File: src/rtl/fetch_queue.sv
// fetch_queue: PC generator feeding a DEPTH-entry instruction queue.
// Inputs: Clock, Reset, PCSel/BranchPC (redirect), Stall, IMemData.
// Outputs: IMemAddr, Instruction_ID, PCPlusFour_ID, Valid_ID, Count, Full, Empty.
module fetch_queue #(
    parameter int                    DATA_WIDTH = 32,
    parameter int                    DEPTH      = 4,
    parameter logic [DATA_WIDTH-1:0] RESET_PC   = '0,
    parameter int                    PC_STEP    = 4
) (
    input  logic                         Clock,
    input  logic                         Reset,
    input  logic                         PCSel,
    input  logic [DATA_WIDTH-1:0]        BranchPC,
    input  logic                         Stall,
    output logic [DATA_WIDTH-1:0]        IMemAddr,
    input  logic [DATA_WIDTH-1:0]        IMemData,
    output logic [DATA_WIDTH-1:0]        Instruction_ID,
    output logic [DATA_WIDTH-1:0]        PCPlusFour_ID,
    output logic                         Valid_ID,
    output logic [$clog2(DEPTH+1)-1:0]   Count,
    output logic                         Full,
    output logic                         Empty
);

    localparam int CW = $clog2(DEPTH+1);
    localparam int PW = $clog2(DEPTH);
    localparam logic [DATA_WIDTH-1:0] STEP = DATA_WIDTH'(PC_STEP);
    localparam logic [CW-1:0] DEPTH_C = CW'(DEPTH);

    logic [DATA_WIDTH-1:0] pc;
    logic [DATA_WIDTH-1:0] pc_next;
    logic [PW-1:0]         rd_ptr;
    logic [PW-1:0]         wr_ptr;
    logic [CW-1:0]         count_q;
    logic                  push;
    logic                  pop;

    logic [DATA_WIDTH-1:0] instr_mem [DEPTH];
    logic [DATA_WIDTH-1:0] pc4_mem   [DEPTH];

    assign pc_next  = pc + STEP;
    assign IMemAddr = pc;
    assign Count    = count_q;
    assign Empty    = (count_q == '0);
    assign Full     = (count_q == DEPTH_C);
    assign Valid_ID = !Empty;

    // A redirect suppresses both ends so wrong-path work never moves.
    assign pop  = Valid_ID && !Stall && !PCSel;
    assign push = !PCSel && (!Full || pop);

    // Decode sees a NOP (all zeros) whenever the queue is empty.
    assign Instruction_ID = Empty ? '0 : instr_mem[rd_ptr];
    assign PCPlusFour_ID  = Empty ? '0 : pc4_mem[rd_ptr];

    always_ff @(posedge Clock or posedge Reset) begin
        if (Reset) begin
            pc      <= RESET_PC;
            rd_ptr  <= '0;
            wr_ptr  <= '0;
            count_q <= '0;
        end else if (PCSel) begin
            pc      <= BranchPC;
            rd_ptr  <= '0;
            wr_ptr  <= '0;
            count_q <= '0;
        end else begin
            if (push) begin
                pc     <= pc_next;
                wr_ptr <= wr_ptr + PW'(1);
            end
            if (pop) begin
                rd_ptr <= rd_ptr + PW'(1);
            end
            unique case ({push, pop})
                2'b10:   count_q <= count_q + CW'(1);
                2'b01:   count_q <= count_q - CW'(1);
                default: count_q <= count_q;
            endcase
        end
    end

    // Storage needs no reset: entries are only read while counted valid.
    always_ff @(posedge Clock) begin
        if (push) begin
            instr_mem[wr_ptr] <= IMemData;
            pc4_mem[wr_ptr]   <= pc_next;
        end
    end

endmodule

File: config.mk
export PLATFORM = sky130hd
export DESIGN_NAME = fetch_queue
export DESIGN_NICKNAME = d
export VERILOG_FILES = /design/src/rtl/fetch_queue.sv
export SDC_FILE = /design/constraint.sdc
export NUM_CORES = 1
export LEC_CHECK = 0
export CORE_MARGIN = 3
export CORE_UTILIZATION = 50
export CTS_BUF_LIST = sky130_fd_sc_hd__clkbuf_8
export CTS_CLUSTER_DIAMETER = 80
export DETAILED_ROUTE_END_ITERATION = 10
export PLACE_DENSITY = 0.7
export SYNTH_ARGS = -nofsm -noshare
export SYNTH_HDL_FRONTEND = slang
export SYNTH_SLANG_ARGS = --single-unit
File: constraint.sdc
create_clock -name Clock -period 4.2 [get_ports Clock]
set_input_delay 0.42 -clock Clock [delete_from_list [all_inputs] [get_ports Clock]]
set_output_delay 0.42 -clock Clock [all_outputs]
set_load 0.02 [all_outputs]
==> impl_metrics.json, run 1 <==
{
  "cts_buffers": 47,
  "final_cells": 1297,
  "crit_chain": "buf_12 -> mux4_2 -> and2_1 -> clkdlybuf4s50_1",
  "die_height_um": 164.2,
  "synth_edf_count": 256,
  "place_inst": 1214,
  "hold_path.class": "in2async",
  "leakagePower_uw": 0.005164,
  "tightest_slew_ps": 945.3,
  "worst_hold_slack_ps": 335.0,
  "setup_viol": 0,
  "die_w_um": 164.2,
  "num_antenna_cells": 0,
  "max_stage_delay_ps": 990,
  "worst_ep_required_time_ps": 3780,
  "setup_tns_ps": 0,
  "worst-setup-path-type": "reg2out",
  "ios": 170,
  "vias": 7303,
  "rsz0062_at_grt": "no",
  "grt_max_degree": 57,
  "relSlewSlack": 0.3698,
  "antenna_found_initial": 1,
  "status": "complete, no violations",
  "ys_types": 50,
  "yosysTopAreaCell": "edfxtp_1",
  "grtUsageTotal": 0.2053,
  "nets": 1013,
  "ys.flop_type": "edfxtp_1",
  "vias_per_cell": 5.631,
  "synthTopCellsByArea": "edfxtp_1 (61%), mux4_2 (12%), dfrtp_1 (7.8%), and2_1 (3.4%), xnor2_1 (1.7%)",
  "synth_area_mm2": 0.01251,
  "wl_per_cell_um": 20.77,
  "syn_nets": 831,
  "htree_levels": 2,
  "start_kind": "register",
  "hold_buffers": 0,
  "clockBufferDepth": 3,
  "core_area_mm2": 0.02446,
  "endpoint_kind": "primary output",
  "ys_ff_latch": 295,
  "port_buffers": 169,
  "max_freq_ghz": 0.2828,
  "cts_tree": "built",
  "worstPathMaxFanout": 42,
  "fin_skew_ps": 22.14,
  "grt_pass1_vias": 7389,
  "final.fill_count": 1793,
  "crit_family": "flip-flops",
  "cts.sinks": 295,
  "syn_area_per_cell_um2": 16.52,
  "cts_root_buffer": "clkbuf_8",
  "die-area_mm2": 0.02695,
  "critical_path_arrival_ps": 3120,
  "rows": 57,
  "ant_nets": 0,
  "wirelength_um": 26940,
  "drt_first_pass_iters": 6,
  "first_iter_violations": 571,
  "seq_area_frac_synth": 0.6927,
  "async_reset_ff_frac": 0.1322,
  "min_period_ps": 3536,
  "yosys-top-cells-count": "edfxtp_1 (256), and2_1 (67), mux4_2 (64)",
  "crit_buf_inv": 2,
  "synth_top_area_frac": 0.6146,
  "drv_cap": 0,
  "grt-ovfl-total": 0,
  "initial_core_util": 0.5113,
  "clkLatencyLatePin_ps": 560,
  "drive_above_1_share": 0.1572,
  "drv_slew": 0,
  "powerDensity_mw_per_mm2": 565.5,
  "gp_congestion": 0.8430,
  "grt_pass1_wl_um": 42200,
  "finalHoldViolations": 0,
  "period_share": 0.8420,
  "drcViolationCount": 0,
  "area_delta_synth_final_pct": 23.88,
  "place_hpwl_um": 16940,
  "synth_cells": 757,
  "cts_setup_buffers": 0,
  "post_cts_resized": 0,
  "yosysWarnings": 0,
  "cpMaxStageDelayCell": "dfrtp_4",
  "cts.clk_slew.worst_paths_ps": 60,
  "ir_drop_v": 0.0002343,
  "synth.most_common_cell": "edfxtp_1",
  "final_core_util": 0.6334
}
through the flow:
step | power (uW) | cell area [um^2] | setup slack [ps]
2_1_floorplan | 5301 | 12510 | 1092
3_3_place_gp | 6498 | 14590 | 1140
3_5_place_dp | 6528 | 14590 | 1139
4_1_cts | 8870 | 15490 | 533.1
5_1_grt | 9184 | 15490 | 420.2
6_report | 8762 | 15490 | 663.7
area by class of cell:
type	instances	area, um^2	share of cell area
timing repair buffer	182	1859	0.1200
tap	324	405.4	0.02616
sequential	295	8668	0.5595
inverter	11	41.29	0.002665
clock buffer	49	674.4	0.04353
clock inverter	34	229.0	0.01478
multi-input combinational	402	3616	0.2334
cells by family after synthesis:
kind of cell               synth area share
DFF                                  0.6927
and+or+nand+nor                      0.1051
muxes                                0.1186
buffers and inverters               0.02041
AOI/OAI and AO/OA                   0.02891
xor gates and xnor gates            0.02731
adders and majority gates          0.006603
other                             0.0002998
worst paths after layout:
kind | slack, ps | cells after the start | to | startpoint
max | 660 | 4 | PCPlusFour_ID[31] | rd_ptr[0]
min | 330 | 3 | IMemAddr[1] | Reset
max reg2reg | 1400 | 5 | pc4_mem[0][28] | IMemAddr[2]
min reg2reg | 540 | 0 | pc4_mem[3][0] | IMemAddr[0]
max in group asynchronous | 3400 | 3 | rd_ptr[0] | Reset
min in group Clock | 430 | 3 | IMemAddr[7] | BranchPC[7]
registers in the layout (all words and copies together), names as in the netlist:
register / cells
wr_ptr: 2
IMemAddr: 32
Count: 3
rd_ptr: 2
instr_mem: 128
pc4_mem: 128
cells in the final DEF (no fill, tap or decap), types with 23 or more instances in the layout:
cell type and n:
xnor2_1 24, inv_1 23, nand2_1 35, edfxtp_1 256
nor2_1 26, mux4_2 64, and2_1 67, dfrtp_1 37
clkbuf_8 49, clkdlybuf4s50_1 168
routing by layer:
metal  track usage  vias up  routed length, um  part of all wire
li1              -     3328                  -                 -
met1        0.2989     3605              11660              0.43
met2        0.3170      328              12610              0.47
met3       0.04893       40               2246             0.083
met4       0.05190        2                420             0.016
met5             0        -                 13           0.00048
power by group:
| part | leakage (uW) | switching [uW] | internal (uW) |
|---|---|---|---|
| sequential | 0.00280 | 240 | 3570 |
| combinational | 0.00184 | 1330 | 1280 |
| clock | 0.000516 | 1060 | 1270 |
| total | 0.00516 | 2640 | 6120 |
worst register-to-register path, stage by stage, from the launching register on:
cell and delay [ps]:
dfrtp_1 430, ha_1 280, nand3_2 190, or4_1 830, nor4_1 500, xor2_1 330
No activity file was read; power rests on OpenSTA's default activity.
==> run 2, diff against run 1 <==
- clock period: 4.2 -> 3.3 ns (I/O delays scaled with it)
==> run 2 against run 1 <==
First-iteration DRC count decreased by 8.6%. Register-to-register slack got worse by 800 ps. Power increased by 26%. Wire length increased by 0.50%. Sequential cell count unchanged. Core utilization increased by 0.19 points. Design area increased by 0.30%. Worst setup slack got worse by 510 ps. Critical endpoint is now PCPlusFour_ID[7]. Largest power group unchanged.
==> impl_metrics.json, run 2 (synthesis results as in run 1) <==
{
  "nets": 1025,
  "cts_root_buffer": "clkbuf_8",
  "start_kind": "register",
  "fin_skew_ps": 22.04,
  "gp_congestion": 0.8549,
  "area_delta_synth_final_pct": 24.25,
  "cts_setup_buffers": 0,
  "worstReg2RegStart": "IMemAddr[2]",
  "min_period_ps": 3147,
  "worstPathMaxFanout": 43,
  "htree_levels": 2,
  "top_layer": "met4",
  "first_iter_violations": 522,
  "antenna_found_initial": 0,
  "place_hpwl_um": 17280,
  "final_core_util": 0.6353,
  "drv_slew": 0,
  "clkLatencyLatePin_ps": 550,
  "powerDensity_mw_per_mm2": 711.4,
  "cts.clk_slew.worst_paths_ps": 60,
  "grt_pass1_vias": 7452,
  "relSlewSlack": 0.5563,
  "cts_tree": "built",
  "hold_buffers": 0,
  "wl_per_cell_um": 20.61,
  "rsz0062_at_grt": "no",
  "tightest_slew_ps": 665.6,
  "crit_buf_inv": 2,
  "wl_met2_um": 12910,
  "ant_nets": 0,
  "wirelength_um": 27080,
  "cpMaxStageDelayCell": "or3_2",
  "core_area_mm2": 0.02446,
  "hold_path.class": "in2async",
  "max_stage_delay_ps": 810,
  "drt-met1-wl_um": 11740,
  "final_area_mm2": 0.01554,
  "max_freq_ghz": 0.3178,
  "place_area_mm2": 0.01466,
  "final_common_cell": "edfxtp_1",
  "grtUsageTotal": 0.2035,
  "rows": 57,
  "endpoint_kind": "primary output",
  "critical_path_arrival_ps": 2820,
  "worst_ep_required_time_ps": 2970,
  "num_antenna_cells": 0,
  "r2r_setup_slack_ps": 600,
  "crit_chain": "or3_2 -> buf_12 -> and2_1 -> clkdlybuf4s50_1",
  "clockBufferDepth": 3,
  "worst-setup-path-type": "reg2out",
  "ios": 170,
  "post_cts_resized": 0,
  "layout_common_cells": "edfxtp_1 (256), clkdlybuf4s50_1 (168), and2_1 (67)",
  "die_w_um": 164.2,
  "drt_first_pass_iters": 4,
  "die_height_um": 164.2,
  "cts.sinks": 295,
  "vias_per_cell": 5.626,
  "finalHoldViolations": 0,
  "drive_above_1_share": 0.1616,
  "drv_cap": 0,
  "grt-ovfl-total": 0,
  "grt_pass1_wl_um": 41970,
  "port_buffers": 169,
  "vias": 7392,
  "reg2reg_depth": 5,
  "cts_buffers": 48,
  "initial_core_util": 0.5113,
  "die-area_mm2": 0.02695,
  "final_cells": 1314,
  "place_inst": 1225,
  "setup_tns_ps": 0,
  "r2r-end": "pc4_mem[1][30]",
  "ir_drop_v": 0.0004010,
  "grt_max_degree": 44,
  "crit_family": "simple AND/OR/NAND/NOR gates",
  "status": "complete, no violations",
  "leakagePower_uw": 0.005240,
  "drcViolationCount": 0,
  "period_share": 0.9535,
  "setup_viol": 0,
  "dr_wl_met3_um": 1984
}
-- run 2: where the power goes --
group,switching [uW],internal (uW)
combinational,1790,1680
sequential,206,4540
clock,1340,1500
total,3330,7720
-- run 2: per-layer routing --
metal,vias up,track usage
li1,3358,-
met3,40,0.04187
met1,3695,0.2972
met2,299,0.3187
met5,-,0
met4,0,0.05037
-- run 2: worst max path at each step --
stage | startpoint | to | slack, ps | cells past startpoint
finish | Count[0] | PCPlusFour_ID[7] | 150 | 4
floorplan | Count[1] | instr_mem[0][0] | 190 | 3
detailed placement | IMemAddr[2] | pc4_mem[3][26] | 630 | 5
CTS | Count[0] | Instruction_ID[21] | 100 | 4
global route | Count[0] | Instruction_ID[0] | 5 | 4
global placement | Stall | IMemAddr[27] | 680 | 5
-- run 2: cell type report --
type                            instances  area, um^2
Clock buffer                           51       701.9
Clock inverter                         38       177.7
Fill cell                            1767        8922
Inverter                               11       41.29
Multi-Input combinational cell        402        3616
Sequential cell                       295        8668
Tap cell                              324       405.4
Timing Repair Buffer                  193        1929
-- run 2: through the flow --
step	hold slack, ps	total power [uW]	setup WS [ps]
finish	288.8	11050	153.3
global placement	526.9	8307	679.1
detailed placement	531.7	8345	632.4
CTS	263.1	11210	95.98
floorplan	428.9	6747	191.7
global route	301.9	11620	4.692
-- run 2: worst register-to-register path: cells and delay by family, from the launching register on --
| kind | cells | cell delay, ps |
|---|---|---|
| flip-flops | 1 | 410 |
| adder cells (fa/ha/maj) | 1 | 270 |
| XOR/XNOR | 1 | 320 |
| AND/OR/NAND/NOR | 3 | 1460 |
